==> config.mk <==
export PLATFORM = sky130hd
export DESIGN_NAME = i2c_init_sequencer
export DESIGN_NICKNAME = d
export VERILOG_FILES = /design/src/rtl/i2c_init_sequencer.sv
export SDC_FILE = /design/constraint.sdc
export NUM_CORES = 1
export LEC_CHECK = 0
export ABC_AREA = 1
export CAP_MARGIN = 20
export CORE_MARGIN = 3
export CORE_UTILIZATION = 48
export DETAILED_ROUTE_END_ITERATION = 10
export GPL_TIMING_DRIVEN = 0
export PLACE_DENSITY_LB_ADDON = 0.08
export RECOVER_POWER = 50
export SETUP_SLACK_MARGIN = 0.2
export SLEW_MARGIN = 10
export SYNTH_ARGS = -nofsm -noshare
export SYNTH_HDL_FRONTEND = slang
export SYNTH_SLANG_ARGS = --single-unit
==> constraint.sdc <==
create_clock -name clk -period 1.62 [get_ports clk]
set_input_delay 0.486 -clock clk [delete_from_list [all_inputs] [get_ports clk]]
set_output_delay 0.486 -clock clk [all_outputs]
set_load 0.01 [all_outputs]
==> src/rtl/i2c_init_sequencer.sv <==
// i2c_init_sequencer: walks a register-write table through an external I2C
// write engine at power-up. Each entry is loaded, started, watched by a
// per-attempt watchdog and retried with an engine reset on failure. A fixed
// idle gap follows every successful write and every recovery. The sequence
// ends in DONE when all entries succeed, or in FAIL with the offending entry
// index when one entry runs out of retries.
//
// Handshake with the write engine: wr_start is a one-cycle request. The
// engine answers with a one-cycle wr_done or wr_failure pulse. Responses are
// only honoured while waiting on an attempt. wr_failure beats a simultaneous
// wr_done.
module i2c_init_sequencer #(
    parameter int NUM_WRITES      = 8,
    parameter int MAX_RETRIES     = 3,
    parameter int GAP_CYCLES      = 1000,
    parameter int WATCHDOG_CYCLES = 500000
) (
    input  logic       clk,
    input  logic       reset,
    input  logic       go,
    output logic [3:0] tbl_index,
    input  logic [6:0] tbl_dev_address,
    input  logic [7:0] tbl_reg_address,
    input  logic [7:0] tbl_data,
    output logic [6:0] wr_dev_address,
    output logic [7:0] wr_reg_address,
    output logic [7:0] wr_data,
    output logic       wr_start,
    output logic       wr_reset,
    input  logic       wr_done,
    input  logic       wr_failure,
    output logic       busy,
    output logic       init_done,
    output logic       init_failed,
    output logic [3:0] fail_index,
    output logic [3:0] state_out
);

    typedef enum logic [3:0] {
        ST_IDLE    = 4'd0,
        ST_LOAD    = 4'd1,
        ST_START   = 4'd2,
        ST_WAIT    = 4'd3,
        ST_RECOVER = 4'd4,
        ST_GAP     = 4'd5,
        ST_DONE    = 4'd6,
        ST_FAIL    = 4'd7
    } state_t;

    localparam logic [19:0] WD_LAST   = 20'(WATCHDOG_CYCLES - 1);
    localparam logic [19:0] GAP_LAST  = 20'(GAP_CYCLES - 1);
    localparam logic [3:0]  IDX_LAST  = 4'(NUM_WRITES - 1);
    localparam logic [2:0]  RETRY_MAX = 3'(MAX_RETRIES);

    state_t      state_q, state_d;
    logic [3:0]  idx_q, idx_d;
    logic [2:0]  retry_q, retry_d;
    logic        pending_q, pending_d;
    logic [19:0] wd_q, wd_d;
    logic [19:0] gap_q, gap_d;
    logic [6:0]  wr_dev_q, wr_dev_d;
    logic [7:0]  wr_reg_q, wr_reg_d;
    logic [7:0]  wr_data_q, wr_data_d;
    logic        wr_start_q, wr_start_d;
    logic        wr_reset_q, wr_reset_d;
    logic        busy_q, busy_d;
    logic        init_done_q, init_done_d;
    logic        init_failed_q, init_failed_d;
    logic [3:0]  fail_index_q, fail_index_d;

    // Next-state and datapath: sequencing, retry bookkeeping and counters.
    // Status outputs are derived from the next state so they register in
    // step with the state they describe.
    always_comb begin
        state_d      = state_q;
        idx_d        = idx_q;
        retry_d      = retry_q;
        pending_d    = pending_q;
        wd_d         = wd_q;
        gap_d        = gap_q;
        wr_dev_d     = wr_dev_q;
        wr_reg_d     = wr_reg_q;
        wr_data_d    = wr_data_q;
        fail_index_d = fail_index_q;

        case (state_q)
            ST_IDLE, ST_DONE, ST_FAIL: begin
                if (go) begin
                    state_d      = ST_LOAD;
                    idx_d        = 4'd0;
                    retry_d      = 3'd0;
                    pending_d    = 1'b0;
                    fail_index_d = 4'd0;
                end
            end
            ST_LOAD: begin
                wr_dev_d  = tbl_dev_address;
                wr_reg_d  = tbl_reg_address;
                wr_data_d = tbl_data;
                state_d   = ST_START;
            end
            ST_START: begin
                wd_d    = 20'd0;
                state_d = ST_WAIT;
            end
            ST_WAIT: begin
                if (wr_failure || (wd_q == WD_LAST)) begin
                    if (retry_q < RETRY_MAX) begin
                        retry_d = retry_q + 3'd1;
                        state_d = ST_RECOVER;
                    end else begin
                        fail_index_d = idx_q;
                        state_d      = ST_FAIL;
                    end
                end else if (wr_done) begin
                    retry_d   = 3'd0;
                    pending_d = 1'b0;
                    gap_d     = 20'd0;
                    state_d   = ST_GAP;
                end else begin
                    wd_d = wd_q + 20'd1;
                end
            end
            ST_RECOVER: begin
                // idx is left alone so the gap leads back to the same entry
                pending_d = 1'b1;
                gap_d     = 20'd0;
                state_d   = ST_GAP;
            end
            ST_GAP: begin
                if (gap_q == GAP_LAST) begin
                    if (pending_q) begin
                        state_d = ST_LOAD;
                    end else if (idx_q == IDX_LAST) begin
                        state_d = ST_DONE;
                    end else begin
                        idx_d   = idx_q + 4'd1;
                        state_d = ST_LOAD;
                    end
                end else begin
                    gap_d = gap_q + 20'd1;
                end
            end
            default: begin
                state_d = ST_IDLE;
            end
        endcase

        wr_start_d    = (state_d == ST_START);
        wr_reset_d    = (state_d == ST_RECOVER);
        busy_d        = (state_d == ST_LOAD) || (state_d == ST_START) ||
                        (state_d == ST_WAIT) || (state_d == ST_RECOVER) ||
                        (state_d == ST_GAP);
        init_done_d   = (state_d == ST_DONE);
        init_failed_d = (state_d == ST_FAIL);
    end

    // State register with synchronous active-low reset; the engine is held
    // in reset for as long as the sequencer is.
    always_ff @(posedge clk) begin
        if (!reset) begin
            state_q       <= ST_IDLE;
            idx_q         <= 4'd0;
            retry_q       <= 3'd0;
            pending_q     <= 1'b0;
            wd_q          <= 20'd0;
            gap_q         <= 20'd0;
            wr_dev_q      <= 7'd0;
            wr_reg_q      <= 8'd0;
            wr_data_q     <= 8'd0;
            wr_start_q    <= 1'b0;
            wr_reset_q    <= 1'b1;
            busy_q        <= 1'b0;
            init_done_q   <= 1'b0;
            init_failed_q <= 1'b0;
            fail_index_q  <= 4'd0;
        end else begin
            state_q       <= state_d;
            idx_q         <= idx_d;
            retry_q       <= retry_d;
            pending_q     <= pending_d;
            wd_q          <= wd_d;
            gap_q         <= gap_d;
            wr_dev_q      <= wr_dev_d;
            wr_reg_q      <= wr_reg_d;
            wr_data_q     <= wr_data_d;
            wr_start_q    <= wr_start_d;
            wr_reset_q    <= wr_reset_d;
            busy_q        <= busy_d;
            init_done_q   <= init_done_d;
            init_failed_q <= init_failed_d;
            fail_index_q  <= fail_index_d;
        end
    end

    assign tbl_index      = idx_q;
    assign state_out      = state_q;
    assign wr_dev_address = wr_dev_q;
    assign wr_reg_address = wr_reg_q;
    assign wr_data        = wr_data_q;
    assign wr_start       = wr_start_q;
    assign wr_reset       = wr_reset_q;
    assign busy           = busy_q;
    assign init_done      = init_done_q;
    assign init_failed    = init_failed_q;
    assign fail_index     = fail_index_q;

endmodule

; ---- After elaboration in Yosys (flattened, before gate mapping)
; Index checks and enable logic that the tools add are counted.
[op_classes]
add_sub_neg = 4
n_lt_le_gt_ge = 1
eq_ne = 29
mux = 32
reduce_logical = 18
[ops]
columns = op, count
row1 = 20-bit 2-to-1 mux, 5
row2 = 20-bit one-hot mux with 3 select lines, 1
row3 = "20-bit by 1-bit adder with 20-bit output, second input constant", 2
row4 = 4-bit 2-to-1 mux, 10
row5 = 20-bit one-hot mux with 2 select lines, 1
row6 = "4-bit by 3-bit equality test with 1-bit output, second input constant", 9
row7 = 4-bit one-hot mux with 6 select lines, 1
row8 = "20-bit by 10-bit equality test with 1-bit output, second input constant", 1
row9 = "20-bit by 19-bit equality test with 1-bit output, second input constant", 1
row10 = "2-bit != test, second input constant", 10
row11 = 3-bit 2-to-1 mux, 6
row12 = "4-bit by 2-bit equality test with 1-bit output, second input constant", 4
row13 = 4-bit one-hot mux with 2 select lines, 2
row14 = 4-bit AND reduction, 4
row15 = "4-bit by 1-bit equality test with 1-bit output, second input constant", 2
row16 = "3-bit != test, second input constant", 2
row17 = 3-bit one-hot mux with 2 select lines, 1
row18 = 2-bit nonzero test, 3
row19 = 3-bit nonzero test, 2
row20 = 1-bit logical OR, 5
row21 = 5-bit AND reduction, 1
row22 = "4-bit by 1-bit adder with 4-bit output, second input constant", 1
row23 = 4-bit logical NOT, 1
row24 = "3-bit by 1-bit adder with 3-bit output, second input constant", 1
row25 = 6 further kinds, 8
[totals]
regBits = 84
in_bits = 28
out_inout_bits = 40
wordCells = 99

; ---- Logic depth before layout (Yosys ltp)
; Gate-level depths: netlist of run 1.
[depth]
word_depth = 10
mapped_depth = 14
ltp_nobuf = 14

; ---- Least setup slack after synthesis of run 1
; Ideal clock, no wire load.
[synth_timing]
path_kind = flip-flop to flip-flop
startpoint = register wd_q[0]
endpoint = register wd_q[19]
setup_time_ns = 0.132
arrival_time_ns = 1.634
required_time_ns = 1.488
path_slack_ns = -0.146
stages_incl_launch_ff = 14
path_buffers = 1
synth_period_minus_slack_ns = 1.766
cell_sequence = dfxtp_1 ha_1 nand2_1 inv_2 nand2_2 nor2_2 nand3_2 nand2_2 nand2_4 nand2_4 clkinv_2 buf_4 nand4_1 a21oi_1
[synth_via]
elab_chain_cells = 4
word_cells_on_any_way = 8
classes_between = 1 x add/sub / 2 x eq/ne / 3 x mux / 2 x reduce/logical
[synth_lines]
columns = element, line
row1 = from (decl), 59  ; logic [19:0] wd_q, wd_d;
row2 = from (signal assigned), 182  ; wd_q <= wd_d;
row3 = 20-bit by 1-bit adder with 20-bit output / 20-bit by 19-bit equality test with 1-bit output (equally long branches), "121, 107"
row4 = 20-bit 2-to-1 mux / 1-bit logical OR (equally long branches), "115, 107"
row5 = 20-bit 2-to-1 mux / 2-bit != test (equally long branches), n/a
row6 = 20-bit one-hot mux with 2 select lines / 3-bit AND reduction (equally long branches), n/a
; Parallel ways exist; a longest one is shown, timed or not. The select of a mux whose other input is x is not followed.
; A chain may end at the register's enable or synchronous reset.

; ---- Worst setup path in the final report of run 1
[layout_timing]
startpoint = register wd_q[0]
endpoint = register wd_q[3]
; Same word-level chain as after synthesis.

==> flow_summary.yaml, run 1 <==
route:
  drc_errors: 0
  ant_nets: 0
  route.vias.total: 4704
  first_pass_iters: 5
  drt_iter0_markers: 235
  routed_wl_um: 12870
  wl_per_cell_um: 14.73
  viasPerCell: 5.382
worst_setup_path:
  worstSetupStartpointType: "flip-flop"
  timing.rr.start: "wd_q[0]"
  cp.arrival_ns: 1.95
  cp.required_ns: 1.86
  startpoint: "wd_q[0]"
  critPathMaxFanout: 4
  r2r-end: "wd_q[3]"
  critPathCaptureType: "flip-flop"
  crit_type: "reg2reg"
  r2r_cells: 13
  r2r_slack_ns: -0.09
finish:
  final_common_cell: "nor2_1"
  layout.cells.non_filler: 874
  layout_common_cells: "nor2_1, nand2_1, dfxtp_1"
  ff_latch_area_um2: 1747
  fill_cells: 741
  drive_gt1_share_pct: 33.42
  fin_nets: 793
  syn_to_final_growth_pct: 39.03
  n_antenna_cell: 0
  multi_input_area_um2: 2794
  stdcell_area_um2: 6035
floorplanning:
  coreArea_um2: 8763
  row_count: 34
  num_io_pins: 68
  start_util_pct: 49.53
  dieWidth_um: 101.1
  die_y_um: 101.1
  dieArea_um2: 10220
timing:
  slew_headroom_pct: 59.37
  fin_ws_ns: -0.08676
  setup_tns_ns: -1.908
  clock_skew_ns: 0.009591
  fin_crit_sh_pct: 105.4
  period_needed_ns: 1.707
  max_freq_mhz: 585.9
  hold_violations: 0
  setup_viol: 43
  maxSlewViolCount: 0
  rsz0062_at_grt: "yes"
  worst_pin_slew_ns: 0.6095
  hold_ws_ns: 0.4633
synth:
  synth.cell_area_um2: 4340
  syn_nets: 682
  synth_top_area_share_pct: 38.74
  avgSynthCellArea_um2: 6.678
  yosys_warnings: 0
  synth_area_leaders: "dfxtp_1, nand2_1, nor2_1, nand3_1, a21oi_1"
  synth_top_area_cell: "dfxtp_1"
  synthDistinctLibCells: 39
  synth_seq_cells: 84
  postSynthCellCount: 650
  synth_seq_area_share_pct: 38.74
placed_design:
  dpl_cell_area_um2: 5223
  place_congestion: 0.9377
  pre_cts_slack_ns: -0.6513
  port_buffers: 67
  place_hpwl_um: 8274
  dp.cells: 825
clock_tree:
  cts_buffers: 9
  clock_latency_ns: 0.36
  htree_levels: 3
  cts_hold_buf: 0
  cts_tree: "done"
  cts.sinks: 84
  clk_pin_slew_ns: 0.09
  cts_max_path_buffers: 2
  root_buffer: "clkbuf_8"
worst_hold_path:
  hold_end: "retry_q[2]"
  min_path_cells: 2
  min_path_type: "reg2reg"
  holdCritStartpoint: "retry_q[2]"
global_route:
  grt_pass1_wl_um: 20880
  antenna_found_initial: 0
  grt_max_degree: 15
  grt_pass1_vias: 4449
  grt-ovfl-total: 0
  grtUsageTotal_pct: 25.46
pwr:
  p_per_area_nw_per_um2: 671.5
  ir_drop_mv: 0.4828
  p_leak_nw: 2.421
flow_run:
  drv_cap: 0
status:
  outcome: "finished, violations left"
  violations: "setup timing"
## state kept, by name, indices dropped and copies added (netlist names)
| name | cells |
|---|---|
| busy | 1 |
| fail_index | 4 |
| gap_q | 20 |
| init_done | 1 |
| init_failed | 1 |
| pending_q | 1 |
| retry_q | 3 |
| state_out | 4 |
| tbl_index | 4 |
| wd_q | 20 |
| wr_data | 8 |
| wr_dev_address | 7 |
| wr_reg_address | 8 |
| wr_reset | 1 |
| wr_start | 1 |
## per-layer routing
layer | routed length [um] | track usage, %
met3 | 880 | 4.983
met5 | 0 | 0
met2 | 6121 | 41.80
met4 | 312 | 8.180
met1 | 5558 | 33.55
## final cells by class
type / count / share of cell area [%]
multi-input combinational: 488 / 46.30
sequential: 84 / 28.94
timing repair buffer: 100 / 12.83
inverter: 57 / 3.919
buffer: 21 / 2.633
tap: 108 / 2.239
clock buffer: 10 / 2.115
clock inverter: 6 / 1.016
## repair_timing
action                     CTS  global route
setup endpoints to repair  123           110
pin swaps                   34            27
buffers inserted            27             4
resized for setup          251           108
cloned                       2             0
## critical path, stage by stage, from the launching register on
cell and delay [ns]:
dfxtp_4 0.37, ha_4 0.15, nand2_4 0.06, inv_2 0.07
nand2_4 0.05, nor2_4 0.09, nand3_4 0.10, nand2_4 0.10
nand2_4 0.08, nand2_4 0.11, buf_4 0.12, nor2_2 0.03
o21ai_1 0.18, nor2_1 0.08
## through the flow
stage | total power, W | utilization, %
finish | 0.004052 | 68.86
floorplan | 0.002379 | -
detailed placement | 0.002583 | 59.59
global placement | 0.002574 | 59.59
global route | 0.004225 | 68.86
CTS | 0.004081 | 68.12
## cells in the mapped netlist
library cell / number
nand2_1: 141
a21oi_2: 1
o22ai_1: 1
a22oi_1: 4
nor3_2: 2
nand4_1: 15
nor3_1: 14
nor4_1: 1
nand3_1: 49
or2_1: 1
buf_6: 2
a21oi_1: 44
nor2_2: 4
ha_1: 4
a21o_1: 3
o21ai_2: 1
clkbuf_1: 10
buf_1: 3
nor3_4: 1
nor3b_1: 2
nand3b_1: 1
inv_1: 49
nor2_1: 130
xnor2_1: 5
clkbuf_2: 1
xor2_1: 14
clkinv_2: 1
nand3_2: 3
o21ai_1: 2
buf_4: 3
conb_1: 1
nand2_4: 2
nand2_2: 2
or2_2: 6
inv_2: 7
dfxtp_1: 84
nand3_4: 1
o21ai_0: 33
buf_2: 2
## power breakdown
part           switching [W]  internal [W]  total, W  leakage (nW)
sequential         0.0000316       0.00210   0.00213         0.699
clock               0.000784      0.000714   0.00150        0.0975
combinational       0.000240      0.000184  0.000424          1.62
total                0.00106       0.00300   0.00405          2.42
## worst max-delay path by stage
| stage | end | slack (ns) | depth (start not counted) |
|---|---|---|---|
| 3_3_place_gp | wd_q[14] | -0.57 | 5 |
| 4_1_cts | wd_q[17] | -0.08 | 13 |
| 3_5_place_dp | tbl_index[2] | -0.65 | 5 |
| 2_1_floorplan | wd_q[19] | 0.05 | 13 |
| 5_1_grt | wd_q[7] | -0.19 | 13 |
| 6_report | wd_q[3] | -0.09 | 13 |
## cells by family (layout without fill, tap and decap cells)
kind of cell               after synthesis  in the layout  share of synthesized area, %
and+or+nand+nor                        375            375                         37.85
AOI/OAI and AO/OA                       89             89                         10.87
DFF                                     84             84                         38.74
buffers and inverters                   78            194                         7.466
xor gates and xnor gates                19             19                         3.834
adders and majority gates                4              4                         1.153
other                                    1              1                       0.08640
Note: power is estimated with default switching activity, not from simulation.
==> inputs of run 2 (changes only) <==
--- a/config.mk
+++ b/config.mk
@@ -8,7 +8,7 @@
 export ABC_AREA = 1
 export CAP_MARGIN = 20
 export CORE_MARGIN = 3
-export CORE_UTILIZATION = 48
+export CORE_UTILIZATION = 40
 export DETAILED_ROUTE_END_ITERATION = 10
 export GPL_TIMING_DRIVEN = 0
 export PLACE_DENSITY_LB_ADDON = 0.08
==> run 2 against run 1 <==
Sequential power barely moved; cell count rose by 3.9%; the flow still finishes with violations (setup timing); die area rose by 19%; clock skew barely moved; via count fell by 2.1%; largest cell class unchanged.
==> flow_summary.yaml, run 2 (synthesis results as in run 1) <==
pwr:
  switching_share_pct: 26.15
  ir_drop_mv: 0.6237
  p_leak_nw: 2.518
  power_w: 0.004313
  p_seq_share_pct: 49.4
  p_comb_share_pct: 11.4
  p_int_w: 0.003185
  p_switching_w: 0.001128
  p_per_area_nw_per_um2: 688.3
  pwr-share-clk_pct: 39.2
worst_hold_path:
  min_path_cells: 2
  min_path_type: "reg2reg"
  holdCritStartpoint: "wr_dev_address[3]"
  hold_end: "wr_dev_address[3]"
global_route:
  grtUsageTotal_pct: 21.24
  antenna_found_initial: 0
  grt_pass1_vias: 4325
  grt-ovfl-total: 0
  grt_max_degree: 16
  grt_pass1_wl_um: 20270
route:
  routed_wl_um: 12790
  first_pass_iters: 5
  route.vias.total: 4603
  viasPerCell: 5.069
  wl_per_cell_um: 14.09
  drc_errors: 0
  ant_nets: 0
  drt_iter0_markers: 215
worst_setup_path:
  r2r_cells: 14
  crit_type: "reg2reg"
  crit_chain: "ha_4, nand2_4, inv_2, nand2_4, nor2_4, nand3_4, nand2_4, nand2_4, nand2_4, buf_8, buf_12, buf_12, nand2_4, a21oi_2"
  r2r_slack_ns: -0.14
  cp_slowest_cell: "dfxtp_4"
  startpoint: "wd_q[1]"
  slowest_delay_ns: 0.37
  cp_num_buf_inv: 4
  cp_top_family: "simple AND/OR/NAND/NOR gates"
  cp.arrival_ns: 2.07
  timing.rr.start: "wd_q[1]"
  critPathCaptureType: "flip-flop"
  worstSetupStartpointType: "flip-flop"
  r2r-end: "wd_q[9]"
  critPathMaxFanout: 6
  path_common_cell: "nand2_4"
  cp.required_ns: 1.93
timing:
  fin_ws_ns: -0.1365
  setup_viol: 53
  maxSlewViolCount: 0
  max_freq_mhz: 569.3
  hold_ws_ns: 0.4819
  period_needed_ns: 1.756
  clock_skew_ns: 0.009684
  fin_crit_sh_pct: 108.4
  hold_violations: 0
  rsz0062_at_grt: "yes"
clock_tree:
  root_buffer: "clkbuf_8"
  cts.sinks: 84
  htree_levels: 3
  clk_pin_slew_ns: 0.09
  cts_tree: "done"
  cts_hold_buf: 0
  cts_buffers: 9
  clock_latency_ns: 0.38
  cts_max_path_buffers: 2
floorplanning:
  start_util_pct: 41.67
  coreArea_um2: 10420
  dieArea_um2: 12140
  row_count: 37
  die_y_um: 110.2
  dieWidth_um: 110.2
  num_io_pins: 68
finish:
  reg_top3: "gap_q (20), wd_q (20)"
  syn_to_final_growth_pct: 44.36
  fin_util_pct: 60.16
  fill_cells: 988
  final_common_cell: "nor2_1"
  multi_input_area_um2: 2867
  layout_common_cells: "nor2_1, nand2_1, dfxtp_1"
  fin_nets: 799
  drive_gt1_share_pct: 34.20
  ff_latch_area_um2: 1739
  n_antenna_cell: 0
placed_design:
  place_hpwl_um: 8547
  place_congestion: 0.9186
  pre_cts_slack_ns: -0.6138
  port_buffers: 67
flow_run:
  drv_cap: 0
status:
  outcome: "finished, violations left"
  violations: "setup timing"
-- run 2: metrics by stage --
step | instances | setup TNS [ns] | cell area, um2
floorplan | 650 | 0 | 4417
global placement | 853 | -26.04 | 5258
detailed placement | 853 | -27.07 | 5258
CTS | 901 | -4.024 | 5898
global route | 908 | -8.591 | 6266
finish | 908 | -4.088 | 6266
-- run 2: worst max path at each step --
stage	cells after the start	slack, ns	end
after floorplan	13	0.05	wd_q[19]
after global placement	5	-0.60	tbl_index[1]
after detailed placement	5	-0.61	gap_q[19]
after CTS	14	-0.12	wd_q[9]
after global routing	14	-0.23	wd_q[12]
final	14	-0.14	wd_q[9]
-- run 2: final cells by class --
type,count,area share [%]
timing repair buffer,106,13.86
multi-input combinational,488,45.75
sequential,84,27.76
inverter,57,3.894
clock inverter,5,1.018
clock buffer,11,2.596
buffer,21,2.416
tap,136,2.716
-- run 2: metal layers --
metal	track usage [%]	part of all wire, %	vias to the layer above
met5	0	0	-
met4	7.124	1.6	0
met3	6.931	5.6	16
met2	33.23	49	101
met1	27.63	44	2153
li1	-	-	2333
-- run 2: power by group through the flow --
stage	sequential, W	combinational (W)	clock [W]
after floorplan	0.00220	0.000175	0
after global placement	0.00219	0.000392	0
after detailed placement	0.00219	0.000395	0
after CTS	0.00213	0.000434	0.00174
after global routing	0.00214	0.000541	0.00183
final	0.00213	0.000494	0.00169
-- run 2: worst reg2reg max path: cells and delay by family, from the launching register on --
kind | cells | cell delay, ns
flops | 1 | 0.37
buf+inv | 4 | 0.43
fa+ha+maj | 1 | 0.15
simple gates | 8 | 0.64
compound gates | 1 | 0.12
-- run 2: what timing repair did --
| action | in CTS | in global routing |
|---|---|---|
| pin swaps | 45 | 25 |
| buffers inserted | 29 | 7 |
| gates resized for setup | 271 | 120 |
| setup endpoints to repair | 119 | 85 |
| cloned | 3 | 0 |
==> inputs of run 3 (changes only) <==
--- a/config.mk
+++ b/config.mk
@@ -10,10 +10,10 @@
 export CORE_MARGIN = 3
 export CORE_UTILIZATION = 40
 export DETAILED_ROUTE_END_ITERATION = 10
-export GPL_TIMING_DRIVEN = 0
 export PLACE_DENSITY_LB_ADDON = 0.08
 export RECOVER_POWER = 50
 export SETUP_SLACK_MARGIN = 0.2
+export SKIP_CTS_REPAIR_TIMING = 1
 export SLEW_MARGIN = 10
 export SYNTH_ARGS = -nofsm -noshare
 export SYNTH_HDL_FRONTEND = slang
==> run 3 against run 2 <==
Clock-buffer cell count rose by 4; cell count rose by 5.4%; power fell by 3.4%; highest routed layer unchanged; routed wire length rose by 7.0%; critical path depth fell by 1; the run still ends with setup timing left.
==> flow_summary.yaml, run 3 (synthesis results as in run 1) <==
finish:
  drive_gt1_share_pct: 40.07
  multi_input_area_um2: 3073
  stdcell_area_um2: 7104
  syn_to_final_growth_pct: 63.68
  reg_top3: "gap_q (20), wd_q (20)"
  fill_cells: 870
  n_antenna_cell: 0
  fin_nets: 848
  layout_common_cells: "nor2_1, nand2_1, buf_4"
  ff_latch_area_um2: 1715
  final_common_cell: "nor2_1"
floorplanning:
  row_count: 37
  dieWidth_um: 110.2
  coreArea_um2: 10420
  die_y_um: 110.2
  start_util_pct: 41.67
  dieArea_um2: 12140
  num_io_pins: 68
clock_tree:
  cts_tree: "done"
  clk_pin_slew_ns: 0.09
  cts_max_path_buffers: 2
  root_buffer: "clkbuf_8"
  htree_levels: 3
  clock_latency_ns: 0.37
  cts.sinks: 84
  cts_buffers: 9
timing:
  maxSlewViolCount: 0
  max_freq_mhz: 583.7
  period_needed_ns: 1.713
  setup_viol: 44
  hold_violations: 0
  hold_ws_ns: 0.4501
  fin_ws_ns: -0.09323
  clock_skew_ns: 0.01188
  rsz0062_at_grt: "yes"
  fin_crit_sh_pct: 105.8
worst_setup_path:
  slowest_delay_ns: 0.36
  crit_chain: "ha_4, nand2_4, inv_2, nand2_2, nor2_2, nand3_2, nand2_4, nand2_8, buf_4, nand4_1, nand2_1, nand2_1, nor2_1"
  critPathCaptureType: "flip-flop"
  cp_slowest_cell: "dfxtp_2"
  crit_type: "reg2reg"
  cp.required_ns: 1.88
  r2r_cells: 13
  critPathMaxFanout: 4
  worstSetupStartpointType: "flip-flop"
  cp.arrival_ns: 1.97
pwr:
  p_leak_nw: 3.073
  p_per_area_nw_per_um2: 586.6
  p_switching_w: 0.001056
  pwr-share-clk_pct: 35.3
  power_w: 0.004168
  p_seq_share_pct: 51.2
  p_int_w: 0.003111
  p_comb_share_pct: 13.5
  switching_share_pct: 25.35
  ir_drop_mv: 0.4976
global_route:
  antenna_found_initial: 0
  grt_pass1_vias: 4303
  grt_pass1_wl_um: 19430
  grt-ovfl-total: 0
  grt_max_degree: 26
  grtUsageTotal_pct: 20.14
route:
  first_pass_iters: 5
  ant_nets: 0
  wl_per_cell_um: 14.31
  drc_errors: 0
  routed_wl_um: 13690
  route.vias.total: 4837
  drt_iter0_markers: 186
  viasPerCell: 5.054
status:
  outcome: "finished, violations left"
  violations: "setup timing"
worst_hold_path:
  min_path_type: "reg2reg"
  min_path_cells: 2
flow_run:
  drv_cap: 0
placed_design:
  port_buffers: 67
  dpl_cell_area_um2: 5826
  place_congestion: 0.9281
  place_hpwl_um: 9023
-- run 3: cell count changes in the layout (fill, tap and decap cells not counted), moves of 12 or more --
cell     previous run  this run
buf_6              13        25
buf_4              27        75
dfxtp_1            58        71
buf_2              34         0
nand2_1           107        88
nand2_2            21        38
-- run 3: path summary, 6_finish.rpt --
path / endpoint / slack [ns] / start
setup / recovery: busy / -0.09 / wd_q[1]
hold / removal: retry_q[2] / 0.45 / retry_q[2]
setup reg to reg: busy / -0.09 / wd_q[1]
hold reg to reg: retry_q[2] / 0.45 / retry_q[2]
-- run 3: metal layers --
metal / global-route usage [%] / part of all wire [%] / routed length [um]
met1: 26.58 / 44 / 5997
met5: 0 / 0 / 0
met4: 8.619 / 1.8 / 250
met2: 31.33 / 49 / 6712
met3: 4.950 / 5.3 / 729
-- run 3: worst max-delay path, delay by kind of cell, from the launching register on --
kind	cells	cell delay, ns
adder cells (fa/ha/maj)	1	0.15
AND/OR/NAND/NOR	10	0.92
flip-flops	1	0.36
buffers and inverters	2	0.18
-- run 3: cell type report --
| type | count | share of cell area (%) |
|---|---|---|
| Clock buffer | 15 | 2.624 |
| Multi-Input combinational cell | 488 | 43.25 |
| Inverter | 57 | 3.505 |
| Timing Repair inverter | 1 | 0.1585 |
| Clock inverter | 1 | 0.07045 |
| Sequential cell | 84 | 24.15 |
| Timing Repair Buffer | 175 | 23.85 |
| Tap cell | 136 | 2.395 |
-- run 3: metrics by stage --
stage | TNS, ns | worst slack (ns) | instances | utilization, %
after floorplan | 0 | 0.04505 | 650 | -
after global placement | -8.665 | -0.2116 | 917 | 55.93
after global routing | -6.073 | -0.2002 | 957 | 68.20
final | -1.815 | -0.09323 | 957 | 68.20
after CTS | -9.403 | -0.3012 | 933 | 57.77
after detailed placement | -9.679 | -0.2261 | 917 | 55.93
-- run 3: power by group through the flow --
stage          sequential [W]  combinational, W  clock (W)
6_report              0.00213          0.000564    0.00147
5_1_grt               0.00214          0.000610    0.00160
4_1_cts               0.00213          0.000444    0.00152
3_5_place_dp          0.00218          0.000442          0
3_3_place_gp          0.00218          0.000438          0
2_1_floorplan         0.00220          0.000175          0
